<file path="src/rtl/std_fifo_sync_vr.sv">
// Single-clock first-word-fall-through FIFO with valid/ready on both sides.
// Pointers carry an extra wrap bit so that full and empty can be told apart.
module std_fifo_sync_vr #(
    parameter int FIFO_WIDTH       = 8,
    parameter int FIFO_DEPTH_LOG2  = 2,
    parameter int FIFO_AFULL_LEVEL = 3
) (
    input  logic                       clk,
    input  logic                       resetn,
    input  logic                       flush,
    input  logic                       s_valid,
    output logic                       s_ready,
    input  logic [FIFO_WIDTH-1:0]      s_data,
    output logic                       m_valid,
    input  logic                       m_ready,
    output logic [FIFO_WIDTH-1:0]      m_data,
    output logic [FIFO_DEPTH_LOG2:0]   count,
    output logic                       almost_full
);

    localparam int                   D     = 1 << FIFO_DEPTH_LOG2;
    localparam int                   PW    = FIFO_DEPTH_LOG2 + 1;
    localparam logic [PW-1:0]        ONE   = PW'(1);
    localparam logic [PW-1:0]        AFULL = PW'(FIFO_AFULL_LEVEL);

    logic [FIFO_WIDTH-1:0] mem_q [D];
    logic [PW-1:0]         wr_ptr_q, wr_ptr_d;
    logic [PW-1:0]         rd_ptr_q, rd_ptr_d;
    logic [PW-1:0]         count_q,  count_d;
    logic                  full, empty, push, pop;

    assign empty = (wr_ptr_q == rd_ptr_q);
    assign full  = (wr_ptr_q[PW-2:0] == rd_ptr_q[PW-2:0]) &&
                   (wr_ptr_q[PW-1]   != rd_ptr_q[PW-1]);

    // s_ready is a pure function of state so m_ready never reaches it.
    assign s_ready     = ~full;
    assign m_valid     = ~empty;
    assign m_data      = mem_q[rd_ptr_q[PW-2:0]];
    assign count       = count_q;
    assign almost_full = (count_q >= AFULL);

    assign push = s_valid & s_ready;
    assign pop  = m_valid & m_ready;

    always_comb begin
        wr_ptr_d = wr_ptr_q;
        rd_ptr_d = rd_ptr_q;
        count_d  = count_q;
        if (flush) begin
            wr_ptr_d = '0;
            rd_ptr_d = '0;
            count_d  = '0;
        end else begin
            if (push) wr_ptr_d = wr_ptr_q + ONE;
            if (pop)  rd_ptr_d = rd_ptr_q + ONE;
            case ({push, pop})
                2'b10:   count_d = count_q + ONE;
                2'b01:   count_d = count_q - ONE;
                default: count_d = count_q;
            endcase
        end
    end

    always_ff @(posedge clk or negedge resetn) begin
        if (!resetn) begin
            wr_ptr_q <= '0;
            rd_ptr_q <= '0;
            count_q  <= '0;
        end else begin
            wr_ptr_q <= wr_ptr_d;
            rd_ptr_q <= rd_ptr_d;
            count_q  <= count_d;
        end
    end

    // Storage is deliberately left out of reset; a flushed push is dropped.
    always_ff @(posedge clk) begin
        if (push && !flush) mem_q[wr_ptr_q[PW-2:0]] <= s_data;
    end

endmodule

</file>
<file path="config.mk">
export PLATFORM = sky130hd
export DESIGN_NAME = std_fifo_sync_vr
export DESIGN_NICKNAME = d
export VERILOG_FILES = /design/src/rtl/std_fifo_sync_vr.sv
export SDC_FILE = /design/constraint.sdc
export NUM_CORES = 1
export LEC_CHECK = 0
export CAP_MARGIN = 20
export CORE_MARGIN = 3
export CORE_UTILIZATION = 55
export DETAILED_ROUTE_END_ITERATION = 10
export GPL_TIMING_DRIVEN = 0
export PLACE_DENSITY = 0.8
export REMOVE_ABC_BUFFERS = 1
export SYNTH_ARGS = -nofsm -noshare
export SYNTH_HDL_FRONTEND = slang
export SYNTH_SLANG_ARGS = --single-unit
</file>
<file path="constraint.sdc">
create_clock -name clk -period 6.2 [get_ports clk]
set_input_delay 1.55 -clock clk [delete_from_list [all_inputs] [get_ports clk]]
set_output_delay 1.55 -clock clk [all_outputs]
set_load 0.05 [all_outputs]
</file>
; ---- Yosys cells after proc, flatten, opt, wreduce, memory -nomap -nowiden
; Memories as Yosys holds them, arrays and structs flattened.
; Cells that the tools add are included.
; Widths: inputs -> output; s select.
[totals]
reg_bits = 9
ram_bits = 32
in_bits = 13
out_inout_bits = 14
wordCells = 32
mem_count = 1
[classes]
addsub = 4
n_lt_le_gt_ge = 1
n_eq_ne = 5
muxes = 8
bitwise = 4
n_reduce_logical = 6
[memory_table]
columns = name, depth, word_bits, rd, rd_clocked_by_memory_dff, wr, line_no
row1 = mem_q, 4, 8, 1, 0, 1, 26  ; logic [FIFO_WIDTH-1:0] mem_q [D];
[ops]
columns = operator, count
row1 = $mux 3, 5
row2 = $add 3x1->3 const B, 3
row3 = $pmux 3 s2, 1
row4 = $reduce_bool 2->1, 2
row5 = $eq 3x3->1, 1
row6 = $ge 3x2->1 const B, 1
row7 = $reduce_bool 3->1, 1
row8 = $sub 3x1->3 const B, 1
row9 = $and 1x1->1, 2
row10 = $eq 2x1->1 const B, 1
row11 = $eq 2x2->1, 1
row12 = $eq 2x2->1 const B, 1
row13 = $logic_and 1x1->1, 2
row14 = $mux 1, 2
row15 = $not 1->1, 2
row16 = $logic_not 1->1, 1
row17 = $ne 1x1->1, 1

; ---- Logic depth before layout (Yosys ltp)
[logic_depth]
word_depth = 7
mapped_depth = 9
depth_no_buf = 8

; ---- Least setup slack after synthesis
; OpenSTA, ideal clock, no wires.
[synth_timing]
path_type = input port to flip-flop
start = input m_ready
end = register count_q[1], in the netlist count[1]
setup_time_ns = 0.123
t_arrival_ns = 3.319
t_required_ns = 6.077
setup_slack_ns = 2.758
stages = 8
n_path_buf = 0
cell_sequence = inv_1 a31oi_1 a21boi_0 fa_1 nor2b_1 a2111oi_0 nor3_1 o221a_2
[synth_via]
elab_chain_len = 4
word_cells_on_any_way = 6
cone_classes = eq/ne: 2 / mux: 2 / bitwise: 1 / reduce/logical: 1
[synth_lines]
columns = item, line_no
row1 = start: declaration, 15  ; input logic m_ready,
row2 = $and 1x1->1 (*), 44  ; assign pop = m_valid & m_ready;
row3 = $eq 2x1->1 or $eq 2x2->1 (tied branches), 57  ; case ({push, pop})
row4 = $pmux 3 s2, 57
row5 = $mux 3, 50  ; if (flush) begin
row6 = end signal: assignment, 73  ; count_q <= count_d;
row7 = end: declaration, 29  ; logic [PW-1:0] count_q, count_d;
; Every way passes the cells marked *; elsewhere a longest branch is shown, timed or not.
; A chain may end at the register's enable or synchronous reset.

; ---- Worst setup path in the final report
; Ends and elaborated chain as after synthesis.

==> metrics.md <==
| Metric | Value |
|---|---|
| Core ar. | 3178 um^2 |
| Final setup skew | 0.01353 ns |
| Gate power share | 34.9% |
| Routed wire length | 3423 um |
| Layout cells sized above 1 | 7.534% |
| First-pass GRT wire length | ~5600 um |
| Post-synthesis cell type count | 33 |
| Mapped Area | 1892 um^2 |
| RSZ-0062 raised after global routing | false |
| Io pins | 27 |
| FF+latch area | 1186 um^2 |
| Post-Syn Instances | 117 |
| Chip width | approximately 65 um |
| YS warnings | 0 |
| Final Cell Area | about 2200 um^2 |
| F_max | 0.2454 GHz |
| Vias per inst | 5.642 |
| DP Area | 2165 um^2 |
| Sequential power share | ~44% |
| Post-route DRC | 0 |
| GR Util met2 | about 33% |
| Fin nets | 164 |
| Number of global-route vias before repair | 1,137 |
| Overflow left after global routing | 0 |
| Total track usage | 18.96% |
| Synth-to-Final Area Change | 18.39% |
| Setup CP Type | in -> reg |
| Psw | 266.4 uW |
| Mean area per synthesized cell | 16.17 um^2 |
| N_diodes | 0 |
| Final Hold Vio Count | 0 |
| TritonCTS Buffers | 5 |
| Post-cts repair resize count | 0 |
| Setup TNS | 0 ns |
| Post-DR wirelength/cell | 18.02 um |
| # rows | 20 |
| R2R Setup Slk | 3.09 ns |
| Clk pwr share | 21.4% |
| H-tree levels | 2 |
| Hold_buf cts | 0 |
| Yosys reg bits | 41 |
| Post-DP HPWL | 2340 um |
| Fillers | 212 |
| M3 GR Usage | 5.373% |
| # Post-CTS Setup Buffers | 0 |
| Internal power | around 510 uW |
| Area of the multi-input gates | between 600 and 700 um^2 |
| Clock slew at reported path FFs | 0.11 ns |
| IO buf count | 26 |
| Via Count | 1,072 |
| DIE AREA | around 4200 um^2 |
| Initial antenna violation count | 0 |
| Die Y | approximately 65 um |
| Met1 Use GR | a little over a fifth |
| Worst slew pin tran | between 0.5 and 0.6 ns |
| Crit share post-route | 65.71% |
| Startpoint Class | input pin |
| Final GP Congestion | 0.8288 |
| Max Cap Viol | 0 |
| Crit Path Max Fanout | 6 |
| 1st-pass router iterations | 4 |
| Root buf cell | clkbuf_4 |
| Max-slew headroom | 61.04% |
| Pwr Density | 346.4 nW/um^2 |
| Worst vdd ir | 157.7 uV |
| Sw Share | 34.34% |
| Worst Hold Class | reg -> reg |
| GRT Max-Usage Layer | met2 |
| Antenna-violating nets left | 0 |
| Final setup viols | 0 |
| Status | completed |
| Final min period | 4.074 ns |
| Final Slew Violations | 0 |
| Starting density of the core | 59.53% |
| Worst endpoint required time | ~6.4 ns |
| Worst Setup End Kind | flop |
| Leak | about 0.8 nW |
| Bufs on Longest Clock Path | 2 |
| CTS tree | done |
| Num Clock Sinks | 41 |
| Crit path DAT | around 4.3 ns |
| Initial DRC Count | 32 |
| Sequential-to-total area share from yosys stat | 62.70% |
| Pin count of the biggest net entering global routing | 15 |
| Worst skew pair latency | around 0.35 ns |
path summary, 6_finish.rpt:
path / cells after the start / from / to
worst max-delay path: 9 / m_ready / count[1]$_DFFE_PN0P_
worst min-delay path: 2 / wr_ptr_q[2]$_DFFE_PN0P_ / wr_ptr_q[2]$_DFFE_PN0P_
worst max register to register: 8 / rd_ptr_q[0]$_DFFE_PN0P_ / count[1]$_DFFE_PN0P_
worst min register to register: 2 / wr_ptr_q[2]$_DFFE_PN0P_ / wr_ptr_q[2]$_DFFE_PN0P_
max in group asynchronous: 1 / resetn / rd_ptr_q[0]$_DFFE_PN0P_
min in group asynchronous: 1 / resetn / rd_ptr_q[2]$_DFFE_PN0P_
routing by layer:
layer / wire (um) / part of all wire, %
met2: 1824 / 53
met4: 62 / 1.8
met3: 171 / 5.0
met5: 0 / 0
met1: 1364 / 40
worst max-delay path, cell delays in order:
cell and delay [ns]:
clkdlybuf4s50_1 0.60, inv_1 0.14, a31oi_1 0.43, a21boi_0 0.32, fa_1 0.50, nor2b_1 0.15, a2111oi_0 0.38, nor3_1 0.09
o221a_2 0.14
cell usage after synthesis:
library cell | n | area [um^2]
a2111oi_0 | 1 | 8.760
a211oi_1 | 1 | 7.510
a21boi_0 | 1 | 7.510
a21o_1 | 1 | 7.510
a21oi_1 | 2 | 10.01
a31oi_1 | 1 | 6.260
a32oi_1 | 1 | 8.760
and2_1 | 4 | 25.02
and2_4 | 1 | 8.760
buf_2 | 1 | 5.000
buf_6 | 3 | 33.78
clkbuf_1 | 1 | 3.750
dfrtp_1 | 9 | 225.2
edfxtp_1 | 32 | 960.9
fa_1 | 1 | 20.02
ha_1 | 5 | 62.56
inv_1 | 3 | 11.26
mux2_1 | 1 | 11.26
mux2i_1 | 3 | 30.03
mux4_1 | 7 | 183.9
mux4_2 | 1 | 22.52
nand2_1 | 5 | 18.77
nand3_1 | 2 | 10.01
nand4_1 | 1 | 6.260
nor2_1 | 11 | 41.29
nor2b_1 | 2 | 12.51
nor3_1 | 3 | 15.01
o21ai_0 | 1 | 5.000
o221a_2 | 1 | 11.26
o221ai_1 | 1 | 8.760
xnor2_1 | 4 | 35.03
xnor2_2 | 2 | 32.53
xor2_1 | 4 | 35.03
state kept, by name, indices dropped and copies added (netlist names):
name,cells
count,3
rd_ptr_q,3
mem_q,32
wr_ptr_q,3
per-stage QoR:
stage               hold slack, ns  util [%]  std cells  setup slack (ns)  total power [mW]
floorplan                   0.5609         -        112             2.758            0.5322
global placement            0.5796     68.11        182             1.958            0.6076
detailed placement          0.6144     68.11        182             1.838            0.6179
CTS                         0.6473     70.47        190             2.183            0.7809
global route                0.7054     70.47        190             1.997            0.8145
finish                      0.6399     70.47        190             2.126            0.7758
cell type report:
class / count / area share, %
flip-flops and latches: 41 / 52.96
multi-input cells: 68 / 29.11
repair buffers: 26 / 11.62
well taps: 44 / 2.458
clock buffers: 6 / 1.844
clock inverters: 2 / 1.508
inverters: 3 / 0.5028
power groups by stage:
stage / registers, mW / clock network, mW / logic [mW]
2_1_floorplan: 0.361 / 0 / 0.171
3_5_place_dp: 0.347 / 0 / 0.271
6_report: 0.339 / 0.166 / 0.271
5_1_grt: 0.344 / 0.182 / 0.289
4_1_cts: 0.340 / 0.169 / 0.272
3_3_place_gp: 0.345 / 0 / 0.262
kinds of logic after synthesis:
logic type,Yosys count,synth area share (%)
xor+xnor,10,5.423
mux,12,13.10
fa+ha+maj,6,4.365
simple gates,29,7.275
compound gates,11,4.300
buf+inv,8,2.843
flops,41,62.70
placed cells by master (no fill, tap or decap), drive strengths merged, types with 2 or more instances in the layout:
| cell | n |
|---|---|
| edfxtp | 32 |
| and2 | 5 |
| xor2 | 4 |
| dfrtp | 9 |
| clkdlybuf4s50 | 26 |
| a21oi | 2 |
| ha | 5 |
| nand3 | 2 |
| clkbuf | 6 |
| nand2 | 5 |
| nor3 | 3 |
| mux2i | 3 |
| xnor2 | 6 |
| nor2 | 11 |
| inv | 3 |
| mux4 | 8 |
| nor2b | 2 |
No activity file was read; power rests on OpenSTA's default activity.
